$ cat src/rtl/shift_add_mul8.sv
// Sequential 8x8 unsigned shift-and-add multiplier built around one 8-bit ripple-carry adder.
// Optional multiply-accumulate mode enabled by defining SHIFT_ADD_MUL_ACC_EN.
module shift_add_mul8 #(
    parameter int WIDTH = 8
) (
    input  logic               clk,
    input  logic               rst_n,
    input  logic               in_valid,
    output logic               in_ready,
    input  logic [WIDTH-1:0]   a,
    input  logic [WIDTH-1:0]   b,
    output logic               out_valid,
    input  logic               out_ready,
    output logic [2*WIDTH-1:0] prod,
`ifdef SHIFT_ADD_MUL_ACC_EN
    input  logic               acc_clr,
`endif
    output logic               busy
);

    localparam int ITER  = WIDTH;
    localparam int CNT_W = $clog2(ITER);
    localparam logic [CNT_W-1:0] LAST = CNT_W'(ITER - 1);

    if (WIDTH != 8) begin : g_bad_width
        $error("shift_add_mul8: the adder datapath is 8 bits, WIDTH must be 8");
    end

    typedef enum logic [2:0] {
        IDLE,
        CALC,
        DONE
`ifdef SHIFT_ADD_MUL_ACC_EN
        , ACC_LO
        , ACC_HI
`endif
    } state_t;

    state_t           state;
    logic [WIDTH-1:0] hi;
    logic [WIDTH-1:0] lo;
    logic [WIDTH-1:0] mcand;
    logic [CNT_W-1:0] cnt;

`ifdef SHIFT_ADD_MUL_ACC_EN
    logic [2*WIDTH-1:0] acc;
    logic [2*WIDTH-1:0] acc_op;
    logic               acc_c;
    logic               clr_q;

    assign acc_op = clr_q ? '0 : acc;
`endif

    // Shared adder: every arithmetic step of the block goes through these operands.
    logic [WIDTH-1:0] add_x;
    logic [WIDTH-1:0] add_y;
    logic             add_cin;
    logic [WIDTH-1:0] add_s;
    logic             add_cout;

    // NOTE: every signal written in always_comb gets a default first so no latch is inferred.
    always_comb begin
        add_x   = hi;
        add_y   = lo[0] ? mcand : '0;
        add_cin = 1'b0;
`ifdef SHIFT_ADD_MUL_ACC_EN
        case (state)
            ACC_LO: begin
                add_x = lo;
                add_y = acc_op[WIDTH-1:0];
            end
            ACC_HI: begin
                add_x   = hi;
                add_y   = acc_op[2*WIDTH-1:WIDTH];
                add_cin = acc_c;
            end
            default: ;
        endcase
`endif
    end

    always_comb begin
        logic [WIDTH:0] carry;
        carry    = '0;
        add_s    = '0;
        carry[0] = add_cin;
        for (int i = 0; i < WIDTH; i++) begin
            add_s[i]     = add_x[i] ^ add_y[i] ^ carry[i];
            carry[i + 1] = (add_x[i] & add_y[i]) | (carry[i] & (add_x[i] ^ add_y[i]));
        end
        add_cout = carry[WIDTH];
    end

    // NOTE: sequential state uses non-blocking assignments so every register samples pre-edge values.
    always_ff @(posedge clk) begin
        if (!rst_n) begin
            state     <= IDLE;
            in_ready  <= 1'b1;
            out_valid <= 1'b0;
            busy      <= 1'b0;
            prod      <= '0;
            hi        <= '0;
            lo        <= '0;
            mcand     <= '0;
            cnt       <= '0;
`ifdef SHIFT_ADD_MUL_ACC_EN
            acc       <= '0;
            acc_c     <= 1'b0;
            clr_q     <= 1'b0;
`endif
        end else begin
            case (state)
                IDLE: begin
                    if (in_valid && in_ready) begin
                        mcand    <= a;
                        lo       <= b;
                        hi       <= '0;
                        cnt      <= '0;
                        in_ready <= 1'b0;
                        busy     <= 1'b1;
                        state    <= CALC;
`ifdef SHIFT_ADD_MUL_ACC_EN
                        clr_q    <= acc_clr;
`endif
                    end
                end
                CALC: begin
                    // Adder carry becomes the new MSB of the 17-bit right shift.
                    {hi, lo} <= {add_cout, add_s, lo[WIDTH-1:1]};
                    cnt      <= cnt + 1'b1;
                    if (cnt == LAST) begin
`ifdef SHIFT_ADD_MUL_ACC_EN
                        state     <= ACC_LO;
`else
                        state     <= DONE;
                        out_valid <= 1'b1;
                        prod      <= {add_cout, add_s, lo[WIDTH-1:1]};
`endif
                    end
                end
`ifdef SHIFT_ADD_MUL_ACC_EN
                ACC_LO: begin
                    lo    <= add_s;
                    acc_c <= add_cout;
                    state <= ACC_HI;
                end
                ACC_HI: begin
                    hi        <= add_s;
                    acc       <= {add_s, lo};
                    prod      <= {add_s, lo};
                    out_valid <= 1'b1;
                    state     <= DONE;
                end
`endif
                DONE: begin
                    if (out_valid && out_ready) begin
                        out_valid <= 1'b0;
                        in_ready  <= 1'b1;
                        busy      <= 1'b0;
                        state     <= IDLE;
                    end
                end
                default: state <= IDLE;
            endcase
        end
    end

endmodule
$ cat config.mk
export PLATFORM = sky130hd
export DESIGN_NAME = shift_add_mul8
export DESIGN_NICKNAME = d
export VERILOG_FILES = /design/src/rtl/shift_add_mul8.sv
export SDC_FILE = /design/constraint.sdc
export NUM_CORES = 1
export LEC_CHECK = 0
export BUFFER_PORTS_ARGS = -buffer_cell sky130_fd_sc_hd__buf_2
export CORE_ASPECT_RATIO = 1.1
export CORE_MARGIN = 2
export CORE_UTILIZATION = 30
export CTS_BUF_LIST = sky130_fd_sc_hd__clkbuf_8
export CTS_CLUSTER_DIAMETER = 30
export DETAILED_ROUTE_END_ITERATION = 12
export SYNTH_ARGS = -nofsm -noshare
export SYNTH_HDL_FRONTEND = slang
export SYNTH_SLANG_ARGS = --single-unit
$ cat constraint.sdc
create_clock -name clk -period 6.5 [get_ports clk]
set_clock_uncertainty 0.1 [all_clocks]
set_input_delay 0.65 -clock clk [delete_from_list [all_inputs] [get_ports clk]]
set_output_delay 0.65 -clock clk [all_outputs]
set_load 0.05 [all_outputs]
==> qor.csv, run 1 <==
stage;metric;value;unit
run_status;status;finished clean;
synth;synth top area cells;dfxtp_1, nand2_1, fa_1;
route;Avg WL per Cell;14.2;um
worst_setup_path;critical path type;reg2reg;
job;max cap viols;0;
clock_network;Worst-path clk slew;0.09;ns
sta;Final Critical Period;3.63;ns
worst_setup_path;critical path data arrival time;3.71;ns
clock_network;hold bufs inserted after CTS;0;
clock_network;post-cts resize count;0;
global_routing;first-pass GRT wire length;7330;um
worst_setup_path;CP Depth;15;
synth;top-area cell type share of the netlist area;0.476;
clock_network;post-CTS setup buffers;0;
worst_setup_path;critical path's slowest cell;fa_1;
layout;Final nets;265;
worst_setup_path;CP cell instances;and2_1 > ha_1 > inv_1 > fa_1 > fa_1 > inv_1 > fa_1 > inv_1 > fa_1 > fa_1 > inv_1 > fa_1 > inv_1 > fa_1 > o22ai_1;
sta;setup TNS;0;ns
synth;synthesized area per cell;9.90;um^2
worst_setup_path;Crit path max-delay family;adder cells;
pwr;VDD IR max;0.000109;V
clock_network;CTS sink count;48;
place;placer congestion estimate;0.751;
sta;final setup vio count;0;
route;drc violations;0;
floorplanning;Die Y;90.1;um
floorplanning;# IOs;39;
global_routing;total congestion overflow;0;
layout;share of layout cells above drive strength 1;0.220;
worst_setup_path;most used cell, CP;fa_1;
clock_network;CTS tree;built;
synth;Yosys cell types;33;
layout;area grow syn2layout;14.6;%
synth;Mapped Cells;204;
pwr;Power Density;245;mW/mm^2
place;DP HPWL;3130;um
pwr;Pleak;0.935;nW
worst_setup_path;WP data required;6.58;ns
layout;Diodes inserted;0;
sta;period utilization;0.558;
sta;RSZ-0062 raised after global routing;no;
sta;final hold violation count;0;
clock_network;H-tree depth;2;
worst_setup_path;worst reg-to-reg path cell count;15;
worst_setup_path;Critical R2R Launch;lo[0]$_SDFFE_PN0P_;
worst_setup_path;highest cell delay on the worst timing path;0.49;ns
floorplanning;core footprint;0.00656;mm^2
clock_network;Clock Path Buffers;2;
hold_path;Hold Crit Depth;2;
synth;Synth Cell Area;0.00202;mm^2
synth;synth warn;0;
sta;worst slew pin tran;0.887;ns
synth;FF+latch count, synth;48;
layout;Fillers;681;
layout;FF/Latch Area;961;um^2
hold_path;worst hold path type;reg2reg;
global_routing;initial antenna violation count;0;
place;port buffer count;38;
worst_setup_path;CP max FO;9;
synth;top-count cell post-synth;dfxtp_1;
floorplanning;die area;0.00740;mm^2
worst_setup_path;CP endpoint kind;flop;
synth;Post-synth EDFFs;0;
sta;fmax;0.276;GHz
route;first-pass iteration count of the detailed router;4;
sta;Max-slew headroom;0.408;
sta;Max Slew Vio Count;0;
synth;ys async rst share;0;
floorplanning;row cnt;31;
synth;Most used DFF post-synth;dfxtp_1;
hold_path;hold_sp;mcand[0]$_SDFFE_PN0P_;
floorplanning;Die Span X;82.2;um
route;initial drt markers;75;
route;Antenna Nets Post-Route;0;
route;vias;1559;
worst_setup_path;Buf/Inv on CP;5;
sta;final hold slack;0.356;ns
layout;area of the multi-input gates;926;um^2
floorplanning;initial core utilization;0.308;
synth;Commonest cells post-synth;dfxtp_1, nand2_1, a21oi_1, inv_1, a22o_1;
clock_network;clock buffer count from CTS;5;
route;total length of routed wires;4530;um
synth;Synth area leader;dfxtp_1;
global_routing;vias in the first global route;1497;
route;DR vias/cell;4.90;
synth;Seq/Total Area, Yosys;0.476;
synth;syn nets;234;
clock_network;Skew-Pair Late Insertion Delay;0.29;ns
global_routing;total track usage;0.128;
clock_network;root buffer cell;clkbuf_8;
global_routing;largest net degree at the start of global routing;24;
worst_setup_path;type of origin of the critical path;flop;
worst_setup_path;CP startpoint;lo[0]$_SDFFE_PN0P_;
layout by cell type, fill, tap and decap left out, drive strengths merged:
cell type,Yosys,layout
inv,12,14
nand4b,1,1
dfxtp,48,48
a32o,4,4
and2,6,6
nand3,4,4
buf,7,38
a311oi,8,8
and4bb,1,1
o21ai,2,2
a22o,10,10
o22ai,3,3
fa,7,7
a22oi,1,1
and3b,1,1
nor2,1,1
nand2,45,45
ha,3,3
o32ai,3,3
o2bb2ai,6,6
clkbuf,7,6
a21oi,19,19
and2b,1,1
nand4bb,1,1
a21o,1,1
nand2b,1,1
or2b,1,1
report_power, final:
part	switching, W	total (W)	leakage, nW	internal [W]
Clock	0.0000981	0.000182	0.0538	0.0000839
Sequential	0.0000104	0.000317	0.391	0.000307
Combinational	0.0000429	0.0000669	0.490	0.0000240
Total	0.000151	0.000566	0.935	0.000415
per-stage QoR:
| step | setup slack [ns] | total power, W | util | cell area [um^2] | cells |
|---|---|---|---|---|---|
| 6_report | 2.87 | 0.000566 | 0.353 | 2310 | 318 |
| 5_1_grt | 2.65 | 0.000590 | 0.353 | 2310 | 318 |
| 3_3_place_gp | 2.96 | 0.000389 | 0.339 | 2220 | 310 |
| 4_1_cts | 2.86 | 0.000569 | 0.353 | 2310 | 318 |
| 3_5_place_dp | 2.86 | 0.000391 | 0.339 | 2220 | 310 |
| 2_1_floorplan | 2.94 | 0.000376 | - | 2020 | 204 |
final timing paths:
| kind | slack, ns | end |
|---|---|---|
| worst max register to register | 2.87 | add_x[6]$_SDFFE_PN0P_ |
| worst max-delay path | 2.87 | add_x[6]$_SDFFE_PN0P_ |
| worst min register to register | 0.36 | mcand[0]$_SDFFE_PN0P_ |
| worst min-delay path | 0.36 | mcand[0]$_SDFFE_PN0P_ |
cell families (layout without fill, tap and decap cells):
group	after synthesis	in the layout	share of synthesized area
AND/OR/NAND/NOR	63	63	0.147
AO/OA/AOI/OAI	57	57	0.224
flip-flops	48	48	0.476
buffers and inverters	26	58	0.0657
adder cells (fa/ha/maj)	10	10	0.0880
routing by layer:
metal,vias up,GRT usage,wire length [um],part of all wire
li1,777,-,-,-
met1,734,0.180,2220,0.49
met2,44,0.196,2020,0.45
met3,4,0.0321,244,0.054
met4,0,0.0292,44,0.0097
met5,-,0,0,0
worst register-to-register path, cell delays in order, from the launching register on:
cell,delay (ns)
dfxtp_1,0.47
and2_1,0.18
ha_1,0.14
inv_1,0.04
fa_1,0.37
fa_1,0.36
inv_1,0.07
fa_1,0.15
inv_1,0.04
fa_1,0.37
fa_1,0.36
inv_1,0.08
fa_1,0.15
inv_1,0.05
fa_1,0.49
o22ai_1,0.08
layout make-up:
class / count / area share
tap: 82 / 0.0443
timing repair buffer: 38 / 0.0822
sequential: 48 / 0.415
multi-input combinational: 130 / 0.400
clock inverter: 2 / 0.00324
clock buffer: 6 / 0.0357
inverter: 12 / 0.0195
registers in the layout, summed over array words and instances (netlist names):
signal	count
lo	8
state	2
cnt	3
prod	16
in_ready	1
mcand	8
out_valid	1
add_x	8
busy	1
(Power assumes the default switching activity.)
==> inputs of run 2 (changes only) <==
- clock period: 6.5 -> 3.1 ns (I/O delays scaled with it)
==> run 2 against run 1 <==
  * The flow now finishes with violations (setup timing)
  * Design area rose by 2.0%
  * Critical path depth did not move
  * Sequential share of layout area fell by 0.71 points
  * Utilization rose by 0.71 points
  * Global-route usage barely moved
  * Via count rose by 0.13%
==> qor.csv, run 2 (same netlist as run 1, synthesis figures left out) <==
stage;metric;value;unit;change
run_status;status;finished with violations;;was finished clean
run_status;failing checks;setup timing;;
floorplanning;row cnt;31;;unchanged
route;Avg WL per Cell;14.6;um;was 14.2 um
layout;Final nets;266;;was 265
worst_setup_path;Crit path max-delay family;adder cells;;unchanged
route;first-pass iteration count of the detailed router;5;;was 4
layout;share of layout cells above drive strength 1;0.292;;was 0.220
pwr;Sw Pwr;0.000315;W;was 0.000151 W
worst_setup_path;CP cell instances;and2_4 > ha_4 > inv_2 > fa_2 > fa_2 > inv_2 > fa_2 > inv_2 > fa_2 > fa_2 > inv_2 > fa_2 > inv_2 > fa_1 > o22ai_1;;was and2_1 > ha_1 > inv_1 > fa_1 > fa_1 > inv_1 > fa_1 > inv_1 > fa_1 > fa_1 > inv_1 > fa_1 > inv_1 > fa_1 > o22ai_1
place;port buffer count;38;;unchanged
global_routing;initial antenna violation count;0;;unchanged
clock_network;H-tree depth;2;;unchanged
floorplanning;Die Span X;82.2;um;unchanged
sta;fmax;0.300;GHz;was 0.276 GHz
clock_network;CTS tree;built;;unchanged
pwr;Power Density;513;mW/mm^2;was 245 mW/mm^2
worst_setup_path;Buf/Inv on CP;5;;unchanged
global_routing;total congestion overflow;0;;unchanged
floorplanning;initial core utilization;0.308;;unchanged
layout;largest register by flop count;prod;;unchanged
layout;Final Core Density;0.360;;was 0.353
worst_setup_path;Critical R2R Launch;lo[0]$_SDFFE_PN0P_;;unchanged
worst_setup_path;WP data required;3.18;ns;was 6.58 ns
place;Setup WS pre-CTS;-0.278;ns;was 2.86 ns
floorplanning;# IOs;39;;unchanged
global_routing;first-pass GRT wire length;7180;um;was 7330 um
worst_setup_path;type of origin of the critical path;flop;;unchanged
sta;Max Slew Vio Count;0;;unchanged
hold_path;worst hold path type;in2reg;;was reg2reg
worst_setup_path;highest cell delay on the worst timing path;0.49;ns;about the same
place;DP HPWL;3270;um;was 3130 um
route;DR vias/cell;4.91;;was 4.90
layout;Diodes inserted;0;;unchanged
floorplanning;core footprint;0.00656;mm^2;unchanged
worst_setup_path;critical path's slowest cell;fa_1;;unchanged
sta;period utilization;1.08;;was 0.558
layout;commonest non-fill, non-tap cell in the layout;dfxtp_1;;unchanged
clock_network;Clock Path Buffers;2;;unchanged
clock_network;CTS sink count;48;;unchanged
layout;most frequent cells in the layout;dfxtp_1, nand2_1, buf_2, a21oi_1, a22o_1;;was dfxtp_1, nand2_1, buf_2, a21oi_1, inv_1
worst_setup_path;critical path data arrival time;3.42;ns;was 3.71 ns
sta;RSZ-0062 raised after global routing;yes;;was no
pwr;VDD IR max;0.000194;V;was 0.000109 V
route;drc violations;0;;unchanged
layout;Fillers;665;;was 681
route;vias;1561;;was 1,559
route;Antenna Nets Post-Route;0;;unchanged
job;max cap viols;0;;unchanged
worst_setup_path;CP startpoint;lo[0]$_SDFFE_PN0P_;;unchanged
layout;area grow syn2layout;16.9;%;was 14.6%
clock_network;Worst-path clk slew;0.08;ns;was 0.09 ns
worst_setup_path;CP max FO;2;;was 9
pwr;sw frac;0.260;;was 0.267
layout;max reg flops;16;;unchanged
sta;Max-slew headroom;0.400;;was 0.408
worst_setup_path;critical path type;reg2reg;;unchanged
route;total length of routed wires;4650;um;was 4530 um
sta;final hold violation count;0;;unchanged
route;initial drt markers;84;;was 75
clock_network;post-CTS setup buffers;0;;unchanged
pwr;sequential share of power;0.547;;was 0.560
pwr;internal power;0.000896;W;was 0.000415 W
pwr;Comb pwr share;0.121;;was 0.118
global_routing;vias in the first global route;1482;;was 1,497
global_routing;largest net degree at the start of global routing;24;;unchanged
hold_path;hold_sp;a[7];;was mcand[0]$_SDFFE_PN0P_
sta;setup TNS;-0.861;ns;was 0 ns
sta;Final Critical Period;3.34;ns;was 3.63 ns
global_routing;total track usage;0.128;;about the same
worst_setup_path;most used cell, CP;fa_2;;was fa_1
sta;worst slew pin tran;0.900;ns;was 0.887 ns
floorplanning;die area;0.00740;mm^2;unchanged
pwr;Clk network pwr share;0.332;;was 0.322
worst_setup_path;Reg2Reg Setup Slack;-0.24;ns;was 2.87 ns
floorplanning;Die Y;90.1;um;unchanged
sta;setup ws final;-0.238;ns;was 2.87 ns
pwr;Pleak;0.932;nW;was 0.935 nW
worst_setup_path;CP endpoint kind;flop;;unchanged
clock_network;root buffer cell;clkbuf_8;;unchanged
place;placer congestion estimate;0.740;;was 0.751
clock_network;hold bufs inserted after CTS;0;;unchanged
clock_network;clock buffer count from CTS;5;;unchanged
sta;final setup vio count;6;;was 0
clock_network;Skew-Pair Late Insertion Delay;0.30;ns;was 0.29 ns
==> run 2: changes by cell type in the layout (fill, tap and decap cells not counted), sizes merged <==
cell	before	now
inv	14	12
clkbuf	6	7
buf	38	39
==> run 2: routing by layer <==
| layer | routed length [um] | global-route usage |
|---|---|---|
| met1 | 2030 | 0.159 |
| met2 | 2160 | 0.203 |
| met3 | 364 | 0.0402 |
| met4 | 98 | 0.0486 |
| met5 | 0 | 0 |
==> run 2: repair_timing <==
action,CTS,global route
pin swaps,2,1
setup endpoints to repair,6,6
gates resized for setup,9,1
==> run 2: final timing paths <==
path                      endpoint  cells past startpoint
max          add_x[6]$_SDFFE_PN0P_                     15
min          mcand[7]$_SDFFE_PN0P_                      3
max reg2reg  add_x[6]$_SDFFE_PN0P_                     15
min reg2reg  mcand[0]$_SDFFE_PN0P_                      2
==> run 2: final cells by class <==
cell class,instances,area [um^2],area share
sequential,48,963,0.408
multi-input combinational,130,956,0.405
timing repair buffer,39,198,0.0837
tap,82,103,0.0435
clock buffer,7,96.3,0.0408
inverter,12,45.0,0.0191
==> run 2: per-stage QoR <==
step | cells | hold slack, ns | area (um^2) | power (W)
after global routing | 318 | 0.138 | 2360 | 0.00126
after detailed placement | 311 | 0.343 | 2240 | 0.000822
after floorplan | 204 | 0.332 | 2040 | 0.000792
final | 318 | 0.149 | 2360 | 0.00121
after global placement | 311 | 0.345 | 2240 | 0.000819
after CTS | 318 | 0.142 | 2360 | 0.00122
==> run 2: worst reg2reg max path, cell delays in order, from the launching register on <==
cell	delay, ns
dfxtp_2	0.33
and2_4	0.15
ha_4	0.12
inv_2	0.03
fa_2	0.33
fa_2	0.34
inv_2	0.06
fa_2	0.19
inv_2	0.04
fa_2	0.34
fa_2	0.34
inv_2	0.06
fa_2	0.18
inv_2	0.04
fa_1	0.49
o22ai_1	0.09
==> run 2: power by group through the flow <==
stage / logic (W) / registers, W / clock network, W
2_1_floorplan: 0.000111 / 0.000681 / 0
4_1_cts: 0.000147 / 0.000663 / 0.000408
3_5_place_dp: 0.000145 / 0.000676 / 0
3_3_place_gp: 0.000143 / 0.000675 / 0
5_1_grt: 0.000161 / 0.000667 / 0.000430
6_report: 0.000146 / 0.000663 / 0.000401
==> inputs of run 3 (changes only) <==
- BUFFER_PORTS_ARGS: -buffer_cell sky130_fd_sc_hd__buf_2 -> default
- DONT_BUFFER_PORTS: default -> 1
==> run 3 against run 2 <==
  * The run still ends with setup timing left
  * Routed wire length fell by 3.1%
  * Die area did not move
  * Final cell count fell by 11%
  * Sequential share of layout area rose by 3.0 points
  * Total power rose by 2.9%
  * Sequential power rose by 2%
  * Sequential cell count did not move
  * Design area fell by 6.8%
  * Clock power rose by 13%
  * First-iteration DRC count fell by 11%
==> qor.csv, run 3 (same netlist as run 1, synthesis figures left out) <==
stage;metric;value;unit;change
global_routing;vias in the first global route;1372;;was 1,482
sta;fmax;0.307;GHz;was 0.300 GHz
sta;final hold violation count;0;;unchanged
global_routing;initial antenna violation count;0;;unchanged
worst_setup_path;reg2reg end;add_x[6]$_SDFFE_PN0P_;;unchanged
hold_path;worst hold path type;in2reg;;unchanged
worst_setup_path;Reg2Reg Setup Slack;-0.16;ns;was -0.24 ns
route;first-pass iteration count of the detailed router;5;;unchanged
worst_setup_path;CP max FO;2;;unchanged
floorplanning;row cnt;31;;unchanged
worst_setup_path;Critical R2R Launch;mcand[0]$_SDFFE_PN0P_;;was lo[0]$_SDFFE_PN0P_
sta;Final Critical Period;3.26;ns;was 3.34 ns
hold_path;Hold Crit Depth;2;;was 3
clock_network;Clock Path Buffers;2;;unchanged
floorplanning;core footprint;0.00656;mm^2;unchanged
pwr;VDD IR max;0.000316;V;was 0.000194 V
place;port buffer count;0;;was 38
floorplanning;# IOs;39;;unchanged
floorplanning;initial core utilization;0.308;;unchanged
route;Avg WL per Cell;15.9;um;was 14.6 um
clock_network;post-CTS setup buffers;0;;unchanged
worst_setup_path;type of origin of the critical path;flop;;unchanged
layout;Diodes inserted;0;;unchanged
sta;Max-slew headroom;0.608;;was 0.400
sta;period utilization;1.05;;was 1.08
worst_setup_path;critical path type;reg2reg;;unchanged
clock_network;CTS tree;built;;unchanged
worst_setup_path;most used cell, CP;fa_2;;unchanged
global_routing;first-pass GRT wire length;6910;um;was 7180 um
pwr;Power Density;566;mW/mm^2;was 513 mW/mm^2
place;placed cells;274;;was 311
worst_setup_path;CP startpoint;mcand[0]$_SDFFE_PN0P_;;was lo[0]$_SDFFE_PN0P_
layout;Final Core Density;0.336;;was 0.360
clock_network;clock buffer count from CTS;5;;unchanged
clock_network;root buffer cell;clkbuf_8;;unchanged
layout;area grow syn2layout;8.98;%;was 16.9%
job;max cap viols;0;;unchanged
route;total length of routed wires;4500;um;was 4650 um
clock_network;H-tree depth;2;;unchanged
floorplanning;Die Y;90.1;um;unchanged
layout;Final nets;230;;was 266
route;drc violations;0;;unchanged
layout;max reg flops;16;;unchanged
layout;fin cells;283;;was 318
sta;final setup vio count;6;;unchanged
hold_path;hold_sp;a[7];;unchanged
run_status;status;finished with violations;;unchanged
clock_network;Worst-path clk slew;0.09;ns;was 0.08 ns
route;DR vias/cell;5.12;;was 4.91
place;placer congestion estimate;0.783;;was 0.740
route;initial drt markers;75;;was 84
pwr;Pleak;0.769;nW;was 0.932 nW
sta;worst slew pin tran;0.587;ns;was 0.900 ns
layout;most frequent cells in the layout;dfxtp_1, nand2_1, a21oi_1, a22o_1, inv_1;;was dfxtp_1, nand2_1, buf_2, a21oi_1, a22o_1
worst_setup_path;critical path's slowest cell;fa_1;;unchanged
layout;largest register by flop count;prod;;unchanged
global_routing;total congestion overflow;0;;unchanged
route;Antenna Nets Post-Route;0;;unchanged
layout;commonest non-fill, non-tap cell in the layout;dfxtp_1;;unchanged
clock_network;CTS sink count;48;;unchanged
sta;setup ws final;-0.161;ns;was -0.238 ns
pwr;overall power;0.00125;W;was 0.00121 W
route;vias;1448;;was 1,561
sta;setup TNS;-0.535;ns;was -0.861 ns
floorplanning;die area;0.00740;mm^2;unchanged
worst_setup_path;CP cell instances;and2_4 > ha_4 > inv_2 > fa_2 > fa_2 > inv_2 > fa_2 > inv_2 > fa_2 > fa_2 > inv_2 > fa_1 > inv_1 > fa_1 > o22ai_1;;was and2_4 > ha_4 > inv_2 > fa_2 > fa_2 > inv_2 > fa_2 > inv_2 > fa_2 > fa_2 > inv_2 > fa_2 > inv_2 > fa_1 > o22ai_1
worst_setup_path;highest cell delay on the worst timing path;0.50;ns;was 0.49 ns
layout;share of layout cells above drive strength 1;0.154;;was 0.292
worst_setup_path;critical path data arrival time;3.35;ns;was 3.42 ns
floorplanning;Die Span X;82.2;um;unchanged
sta;Max Slew Vio Count;0;;unchanged
worst_setup_path;worst reg-to-reg path cell count;15;;unchanged
global_routing;largest net degree at the start of global routing;17;;was 24
sta;RSZ-0062 raised after global routing;yes;;unchanged
clock_network;Skew-Pair Late Insertion Delay;0.30;ns;about the same
hold_path;Hold EP;mcand[7]$_SDFFE_PN0P_;;unchanged
global_routing;total track usage;0.123;;was 0.128
worst_setup_path;CP endpoint kind;flop;;unchanged
place;DP HPWL;3190;um;was 3270 um
run_status;failing checks;setup timing;;unchanged
worst_setup_path;WP data required;3.19;ns;was 3.18 ns
[run 3: cell types whose count changed in the layout (fill, tap and decap cells not counted)]
| cell | delta |
|---|---|
| inv_1 | +1 |
| inv_2 | -1 |
| clkbuf_8 | -2 |
| dlygate4sd3_1 | +1 |
| fa_2 | -1 |
| buf_4 | +1 |
| buf_2 | -38 |
| clkinv_2 | +1 |
| fa_1 | +1 |
| bufinv_16 | +1 |
| clkinvlp_4 | +1 |
[run 3: how the worst max path moves through the flow]
stage / end / cells past startpoint
after detailed placement: add_x[6]$_SDFFE_PN0P_ / 15
final: add_x[6]$_SDFFE_PN0P_ / 15
after global routing: add_x[6]$_SDFFE_PN0P_ / 15
after floorplan: add_x[6]$_SDFFE_PN0P_ / 16
after global placement: add_x[6]$_SDFFE_PN0P_ / 15
after CTS: add_x[6]$_SDFFE_PN0P_ / 15
[run 3: routing by layer]
| layer | GRT usage | vias to the layer above | wire length [um] |
|---|---|---|---|
| li1 | - | 705 | - |
| met1 | 0.155 | 696 | 2030 |
| met2 | 0.189 | 42 | 2100 |
| met3 | 0.0402 | 5 | 319 |
| met4 | 0.0500 | 0 | 46 |
| met5 | 0 | - | 0 |
[run 3: area by class of cell]
class / count / area (um^2)
multi-input cells: 130 / 953
clock inverters: 3 / 42.5
flip-flops and latches: 48 / 963
well taps: 82 / 103
repair buffers: 3 / 25.0
inverters: 12 / 45.0
clock buffers: 5 / 68.8
fillers: 669 / 4350
[run 3: what timing repair did]
action | in CTS | in global routing
hold buffers | 1 | 0
gates resized for setup | 8 | 0
pin swaps | 2 | 2
hold endpoints to repair | 1 | 0
endpoints found under the setup margin | 6 | 6
[run 3: power breakdown]
part / leakage (nW) / internal (W) / switching, W
clock network: 0.0541 / 0.000239 / 0.000213
registers: 0.391 / 0.000644 / 0.0000305
logic: 0.323 / 0.0000446 / 0.0000747
[run 3: critical path, delay by kind of cell, from the launching register on]
| family | cells | cell delay [ns] |
|---|---|---|
| adders and majority gates | 8 | 2.27 |
| buffers and inverters | 5 | 0.24 |
| DFF | 1 | 0.34 |
| and+or+nand+nor | 1 | 0.14 |
| AOI/OAI and AO/OA | 1 | 0.07 |
[run 3: metrics by stage]
step           setup WS (ns)  hold slack, ns  area (um^2)
2_1_floorplan         -0.231           0.332         2040
3_3_place_gp          -0.144           0.290         2060
3_5_place_dp          -0.226           0.299         2060
4_1_cts               -0.179          0.0207         2200
5_1_grt               -0.287          0.0227         2200
6_report              -0.161          0.0315         2200
